==> src/rtl/bp_be_fpu_long_sched.sv <==
// Round-robin scheduler that shares one iterative long-latency FP unit (div/sqrt)
// among several requesters, returning each result with its requester id and tag.
module bp_be_fpu_long_sched #(
   parameter int unsigned num_req_p    = 2,
   parameter int unsigned cmd_width_p  = 138,
   parameter int unsigned data_width_p = 64,
   parameter int unsigned tag_width_p  = 5,
   localparam int unsigned id_width_lp = (num_req_p > 1) ? $clog2(num_req_p) : 1
) (
   input  logic                               clk_i,
   input  logic                               reset_n_i,
   input  logic [num_req_p-1:0]               req_v_i,
   output logic [num_req_p-1:0]               req_ready_o,
   input  logic [num_req_p*cmd_width_p-1:0]   req_cmd_i,
   input  logic [num_req_p*tag_width_p-1:0]   req_tag_i,
   input  logic                               flush_i,
   output logic                               unit_v_o,
   output logic [cmd_width_p-1:0]             unit_cmd_o,
   input  logic                               unit_ready_i,
   input  logic                               unit_v_i,
   input  logic [data_width_p+5-1:0]          unit_data_i,
   output logic                               unit_yumi_o,
   output logic                               resp_v_o,
   output logic [id_width_lp-1:0]             resp_id_o,
   output logic [tag_width_p-1:0]             resp_tag_o,
   output logic [data_width_p-1:0]            resp_data_o,
   output logic [4:0]                         resp_fflags_o,
   input  logic                               resp_yumi_i,
   output logic                               busy_o
);

   localparam int unsigned fflags_width_lp = 5;

   typedef enum logic [2:0] {
      e_idle,
      e_issue,
      e_wait,
      e_drain,
      e_resp
   } state_e;

   state_e                         state_r, state_n;
   logic [id_width_lp-1:0]         last_grant_r;
   logic [id_width_lp-1:0]         grant_id;
   logic [id_width_lp-1:0]         cand_id;
   logic                           grant_found;
   logic                           grant_v;
   logic                           capture_v;
   logic [cmd_width_p-1:0]         cmd_r;
   logic [tag_width_p-1:0]         tag_r;
   logic [id_width_lp-1:0]         id_r;
   logic [data_width_p-1:0]        data_r;
   logic [fflags_width_lp-1:0]     fflags_r;

   // Round-robin pick: search starts one past the last granted requester
   always_comb begin
      grant_found = 1'b0;
      grant_id    = '0;
      cand_id     = '0;
      for (int unsigned k = 1; k <= num_req_p; k++) begin
         cand_id = id_width_lp'((32'(last_grant_r) + k) % num_req_p);
         if (!grant_found && req_v_i[cand_id]) begin
            grant_found = 1'b1;
            grant_id    = cand_id;
         end
      end
   end

   always_comb begin
      state_n     = state_r;
      req_ready_o = '0;
      unit_yumi_o = 1'b0;
      grant_v     = 1'b0;
      capture_v   = 1'b0;
      case (state_r)
         e_idle: begin
            if (grant_found && !flush_i) begin
               req_ready_o[grant_id] = 1'b1;
               grant_v               = 1'b1;
               state_n               = e_issue;
            end
         end
         e_issue: begin
            if (unit_ready_i) begin
               state_n = flush_i ? e_drain : e_wait;
            end else if (flush_i) begin
               state_n = e_idle;
            end
         end
         e_wait: begin
            unit_yumi_o = unit_v_i;
            if (unit_v_i) begin
               capture_v = !flush_i;
               state_n   = flush_i ? e_idle : e_resp;
            end else if (flush_i) begin
               state_n = e_drain;
            end
         end
         e_drain: begin
            // A result is still owed by the unit; swallow it regardless of flush
            unit_yumi_o = unit_v_i;
            if (unit_v_i) begin
               state_n = e_idle;
            end
         end
         e_resp: begin
            if (flush_i || resp_yumi_i) begin
               state_n = e_idle;
            end
         end
         default: state_n = e_idle;
      endcase
   end

   always_ff @(posedge clk_i or negedge reset_n_i) begin
      if (!reset_n_i) begin
         state_r <= e_idle;
      end else begin
         state_r <= state_n;
      end
   end

   // Command, tag and originating id latched at the grant handshake
   always_ff @(posedge clk_i or negedge reset_n_i) begin
      if (!reset_n_i) begin
         last_grant_r <= id_width_lp'(num_req_p - 1);
         cmd_r        <= '0;
         tag_r        <= '0;
         id_r         <= '0;
      end else if (grant_v) begin
         last_grant_r <= grant_id;
         cmd_r        <= req_cmd_i[32'(grant_id)*cmd_width_p +: cmd_width_p];
         tag_r        <= req_tag_i[32'(grant_id)*tag_width_p +: tag_width_p];
         id_r         <= grant_id;
      end
   end

   always_ff @(posedge clk_i or negedge reset_n_i) begin
      if (!reset_n_i) begin
         data_r   <= '0;
         fflags_r <= '0;
      end else if (capture_v) begin
         data_r   <= unit_data_i[fflags_width_lp +: data_width_p];
         fflags_r <= unit_data_i[fflags_width_lp-1:0];
      end
   end

   assign unit_v_o      = (state_r == e_issue);
   assign unit_cmd_o    = cmd_r;
   assign resp_v_o      = (state_r == e_resp);
   assign resp_id_o     = id_r;
   assign resp_tag_o    = tag_r;
   assign resp_data_o   = data_r;
   assign resp_fflags_o = fflags_r;
   assign busy_o        = (state_r != e_idle);

endmodule
==> config.mk <==
export PLATFORM = sky130hd
export DESIGN_NAME = bp_be_fpu_long_sched
export DESIGN_NICKNAME = d
export VERILOG_FILES = /design/src/rtl/bp_be_fpu_long_sched.sv
export SDC_FILE = /design/constraint.sdc
export NUM_CORES = 1
export LEC_CHECK = 0
export CORE_AREA = 3 3 228 230
export CTS_CLUSTER_DIAMETER = 60
export DETAILED_ROUTE_END_ITERATION = 8
export DIE_AREA = 0 0 231 233
export GPL_ROUTABILITY_DRIVEN = 0
export PLACE_DENSITY = 0.55
export SLEW_MARGIN = 5
export SYNTH_ARGS = -nofsm -noshare
export SYNTH_HDL_FRONTEND = slang
export SYNTH_SLANG_ARGS = --single-unit
==> constraint.sdc <==
create_clock -name clk_i -period 2.4 [get_ports clk_i]
set_clock_uncertainty 0.15 [all_clocks]
set_input_delay 0.48 -clock clk_i [delete_from_list [all_inputs] [get_ports clk_i]]
set_output_delay 0.48 -clock clk_i [all_outputs]
set_load 0.02 [all_outputs]
# Yosys cells after proc, flatten, opt, wreduce, memory -nomap -nowiden

Index checks and enable logic that the tools add are counted.

Reduce and logical (&&, ||, !) cells: 10
Equal/unequal tests: 9
Muxes and demuxes: 27
$lt $le $gt $ge: 4
Multipliers: 2
Shifts and indexed selects: 2
Add/sub/neg operators: 2

Operators by type and width:

| cell                  | number |
|---|---|
| $shiftx A276 B10 Y138 | 1 |
| $mux W3               | 8 |
| $mux W1               | 15 |
| $pmux W3 S5           | 1 |
| $shiftx A10 B5 Y5     | 1 |
| $mul A1 B7 Y8 const B | 1 |
| $eq A3 B2 Y1 const B  | 2 |
| $lt A1 B2 Y1 const B  | 3 |
| $reduce_and A5 Y1     | 1 |
| $mul A1 B3 Y4 const B | 1 |
| $mux W2               | 2 |
| $ne A2 B2 Y1 const B  | 2 |
| $eq A3 B1 Y1 const B  | 1 |
| $eq A3 B3 Y1 const B  | 1 |
| $logic_and A1 B1 Y1   | 3 |
| $logic_not A3 Y1      | 1 |
| $ne A3 B2 Y1 const B  | 1 |
| $ne A3 B3 Y1 const B  | 1 |
| $reduce_bool A3 Y1    | 1 |
| $add A1 B1 Y1 const B | 2 |
| $logic_not A1 Y1      | 2 |
| $ne A2 B1 Y1 const B  | 1 |
| $reduce_or A2 Y1      | 1 |
| $demux W1 S1          | 1 |
| other kinds (2)       | 2 |

Output and inout bits: 219
Flip-flop bits (word level): 217
Word-level logic and storage cells: 63

# Logic depth before layout (Yosys ltp)

Depth after elaboration: 13
Depth in mapped cells: 6
Depth with buffers taken out: 3

# Worst setup path after synthesis

OpenSTA, ideal clock, no wires.

Path kind: register to output
Start: reg state_r[0]
End: out req_ready_o[0]
Stages on the path, launching flop included: 7
Slack: 0.199 ns
Data required time: 1.770 ns
Arrival: 1.571 ns
Buffers on the path: 3
Cell sequence: dfrtp_1 -> buf_2 -> nor2_4 -> nor4b_4 -> buf_4 -> buf_6 -> nor2b_1

Cells in the longest elaborated chain, start to end: 2

RTL lines:

| what                   | line | text |
|---|---|---|
| start, declared        | 42   | `state_e state_r, state_n;` |
| start signal, assigned | 117  | `state_r <= e_idle;` |
| start signal, assigned | 119  | `state_r <= state_n;` |
| $logic_not A3 Y1       | 75   | `case (state_r)` |
| $mux W2                | 75   |  |
| end, declared          | 13   | `output logic [num_req_p-1:0] req_ready_o,` |

Every way passes these cells.

# Worst setup path after layout

Start: in flush_i
End: out req_ready_o[1]

Cells in the longest elaborated chain, start to end: 4

RTL lines:

| what                | line | text |
|---|---|---|
| start, declared     | 16   | `input logic flush_i,` |
| $logic_not A1 Y1    | 77   | `if (grant_found && !flush_i) begin` |
| $logic_and A1 B1 Y1 | 77   |  |
| $mux W2             | 77   |  |
| $mux W2             | 75   |  |

Every way passes these cells.

==> results <==
[critical path: stages]
cell and delay (ps):
clkdlybuf4s50_1 460, nor2_4 130, nor4b_4 270, buf_4 180
and2_4 130, buf_6 110
[flip-flops by register name (all words and copies together) (netlist names)]
name           flops
unit_cmd_o       138
resp_data_o       64
resp_fflags_o      5
resp_tag_o         5
state_r            3
last_grant_r       1
resp_id_o          1
[cell usage after synthesis, types with 2 or more instances]
cell       n
mux2_1    11
a21oi_1    2
mux2_2   347
buf_4      4
buf_2     22
nor2_1     3
buf_6     14
dfrtp_1  216
nor3b_1    2
[worst min-delay path by stage]
stage	to	slack, ps	startpoint
floorplan	resp_data_o[0]	30	reset_n_i
global placement	unit_cmd_o[16]	240	reset_n_i
detailed placement	unit_cmd_o[13]	230	reset_n_i
CTS	unit_cmd_o[13]	220	reset_n_i
global route	unit_cmd_o[13]	260	reset_n_i
finish	unit_cmd_o[13]	270	reset_n_i
[power by group through the flow]
stage / registers (mW) / logic [mW] / clock network (mW)
final: 6.46 / 10.7 / 4.33
after global routing: 6.72 / 11.2 / 4.67
after CTS: 6.49 / 10.8 / 4.53
after detailed placement: 6.52 / 10.8 / 0
after global placement: 6.45 / 10.8 / 0
after floorplan: 8.70 / 3.00 / 0
[layer usage]
metal	vias up	share of wire, %
met5	-	0
met4	0	2.3
met3	48	8.6
met1	3790	38
li1	3539	-
met2	333	51
[through the flow]
step | util [%] | instance area [µm²] | instances
3_5_place_dp | 33.4 | 16700 | 1890
2_1_floorplan | - | 9910 | 637
6_report | 35.4 | 17700 | 1953
4_1_cts | 35.4 | 17700 | 1950
5_1_grt | 35.4 | 17700 | 1952
3_3_place_gp | 33.4 | 16700 | 1890
[final cells by class]
cell class | instances | area (µm²)
Antenna cell | 1 | 2.50
Clock buffer | 45 | 898
Clock inverter | 11 | 85.1
Fill cell | 5046 | 32300
Multi-Input combinational cell | 379 | 4200
Sequential cell | 217 | 5430
Tap cell | 672 | 841
Timing Repair Buffer | 628 | 6270
[cell families (layout without fill, tap and decap cells)]
family                 Yosys count  after routing  share of synthesized area, %
muxes                          358            358                          40.7
DFF                            217            217                          54.8
buffers and inverters           41            684                          3.04
and+or+nand+nor                 14             14                          1.05
AOI/OAI and AO/OA                7              7                         0.467
other                            0              1                             0
[what timing repair did]
item                                    4_1_cts  5_1_grt
pin swaps                                     1        0
gates resized for setup                      31        2
hold buffers                                  1        0
buffers inserted                              3        2
endpoints found under the hold margin       155        0
endpoints found under the setup margin        6        4
==> results.md <==
- Status: completed
- DR iter-0 viols: 134
- CTS sink cnt: 217
- Die height: 233 µm
- Reg2reg start: state_r[0]
- Synth unique cells: 25
- Critical Path RT: 1770 ps
- Cell Rows: 82
- Combinational Power Share: 49.7%
- Top-area cell type share of the netlist area: 54.5%
- Critical Path Source: flush_i
- Vias: 7,710
- Worst r2r path cells: 6
- Number of flops mapped to enable cells by yosys: 0
- Final WL: 35.6 mm
- GRT met1 Usage: 14.0%
- Worst setup path end: req_ready_o[1]
- H-tree depth: 1
- Max_cap viols: 0
- Port Buffer Count: 581
- GRT busiest layer: met2
- TritonCTS Buffers: 31
- Hold_ws: 272 ps
- Top post-synthesis cells by area: dfrtp_1, mux2_2, buf_6
- Post-DRT Antenna Nets: 0
- Number of global-route vias before repair: 8,515
- Period utilization: 99.6%
- WP data arrival: 1760 ps
- Root Buffer: clkbuf_16
- Syn Inst Count: 637
- Worst-Margin Slew: 627 ps
- Die W: 231 µm
- Top Ports: 582
- Yosys Warn Count: 0
- M2 GR Usage: 22.6%
- R2R Path End: unit_cmd_o[38]
- 1st-pass router iterations: 4
- Clock network power share: 20.2%
- DRC: 0
- Fmax: 418 MHz
- Deepest clock path buffer count: 3
- PwrDens: 1210 nW/µm²
- Internal reg-to-reg setup slack: 100 ps
- Synthesized flop and latch total: 217
- TNS Setup: 0 ps
- Total power: 21.4 mW
- Total track usage: 12.5%
- Sequential area share after synthesis: 54.8%
- Pleak: 7.09 nW
- Hpwl dp: 27.9 mm
- Net switching power: 7.53 mW
- Setup crit end kind: output port
- CTS tree: yes
- Syn nets: 1,000
- DR vias/cell: 3.95
- First-pass GRT wire length: 52.1 mm
- Final hold vios: 0
- Unrepaired setup endpoints after global routing: yes
- Starting density of the core: 19.8%
- Post-Syn Area: 9910 µm²
- Core ar.: 50,100 µm²
- Final setup fails: 0
- Clock-pin transition on the worst setup and hold timing paths: 60 ps
- Slew Limit Fails: 0
- Final net count: 1,620
- Syn avg cell area: 15.6 µm²
- FFs w/ async S/R, synth: 100%
- Largest net degree at the start of global routing: 92
- Internal power: 13.9 mW
- Relative max-transition margin: 58.2%
- Die area: 53,800 µm²
- Setup CP Type: in2out
- Setup ws final: 9.50 ps
- Layout cells sized above 1: 35.6%
- Most frequent cells in the layout: clkdlybuf4s50_1, mux2_2, dfrtp_1
- Final min period: 2390 ps
- Max Fanout on Critical Path: 3
- Area leader, netlist: dfrtp_1
- Initial antenna violation count: 0
- Maximum vdd drop: 0.000590 V
- Setup crit start kind: input pin
- Main flop type after synthesis: dfrtp_1
- Total grt overflow: 0
- Layout area overhead: 78.9%
- Clk Latency, worst-skew pair: 560 ps
- Switching part of the total: 35.1%
- Min-Delay Path Class: in2async
- Most common cell after layout, fill and taps aside: clkdlybuf4s50_1
- GRT met3 Usage: 4.38%
- DP Worst Slack: -482 ps
- Wirelength per Cell: 18.2 µm
- Sequential Power Share: 30.1%
Note: power is estimated with default switching activity, not from simulation.
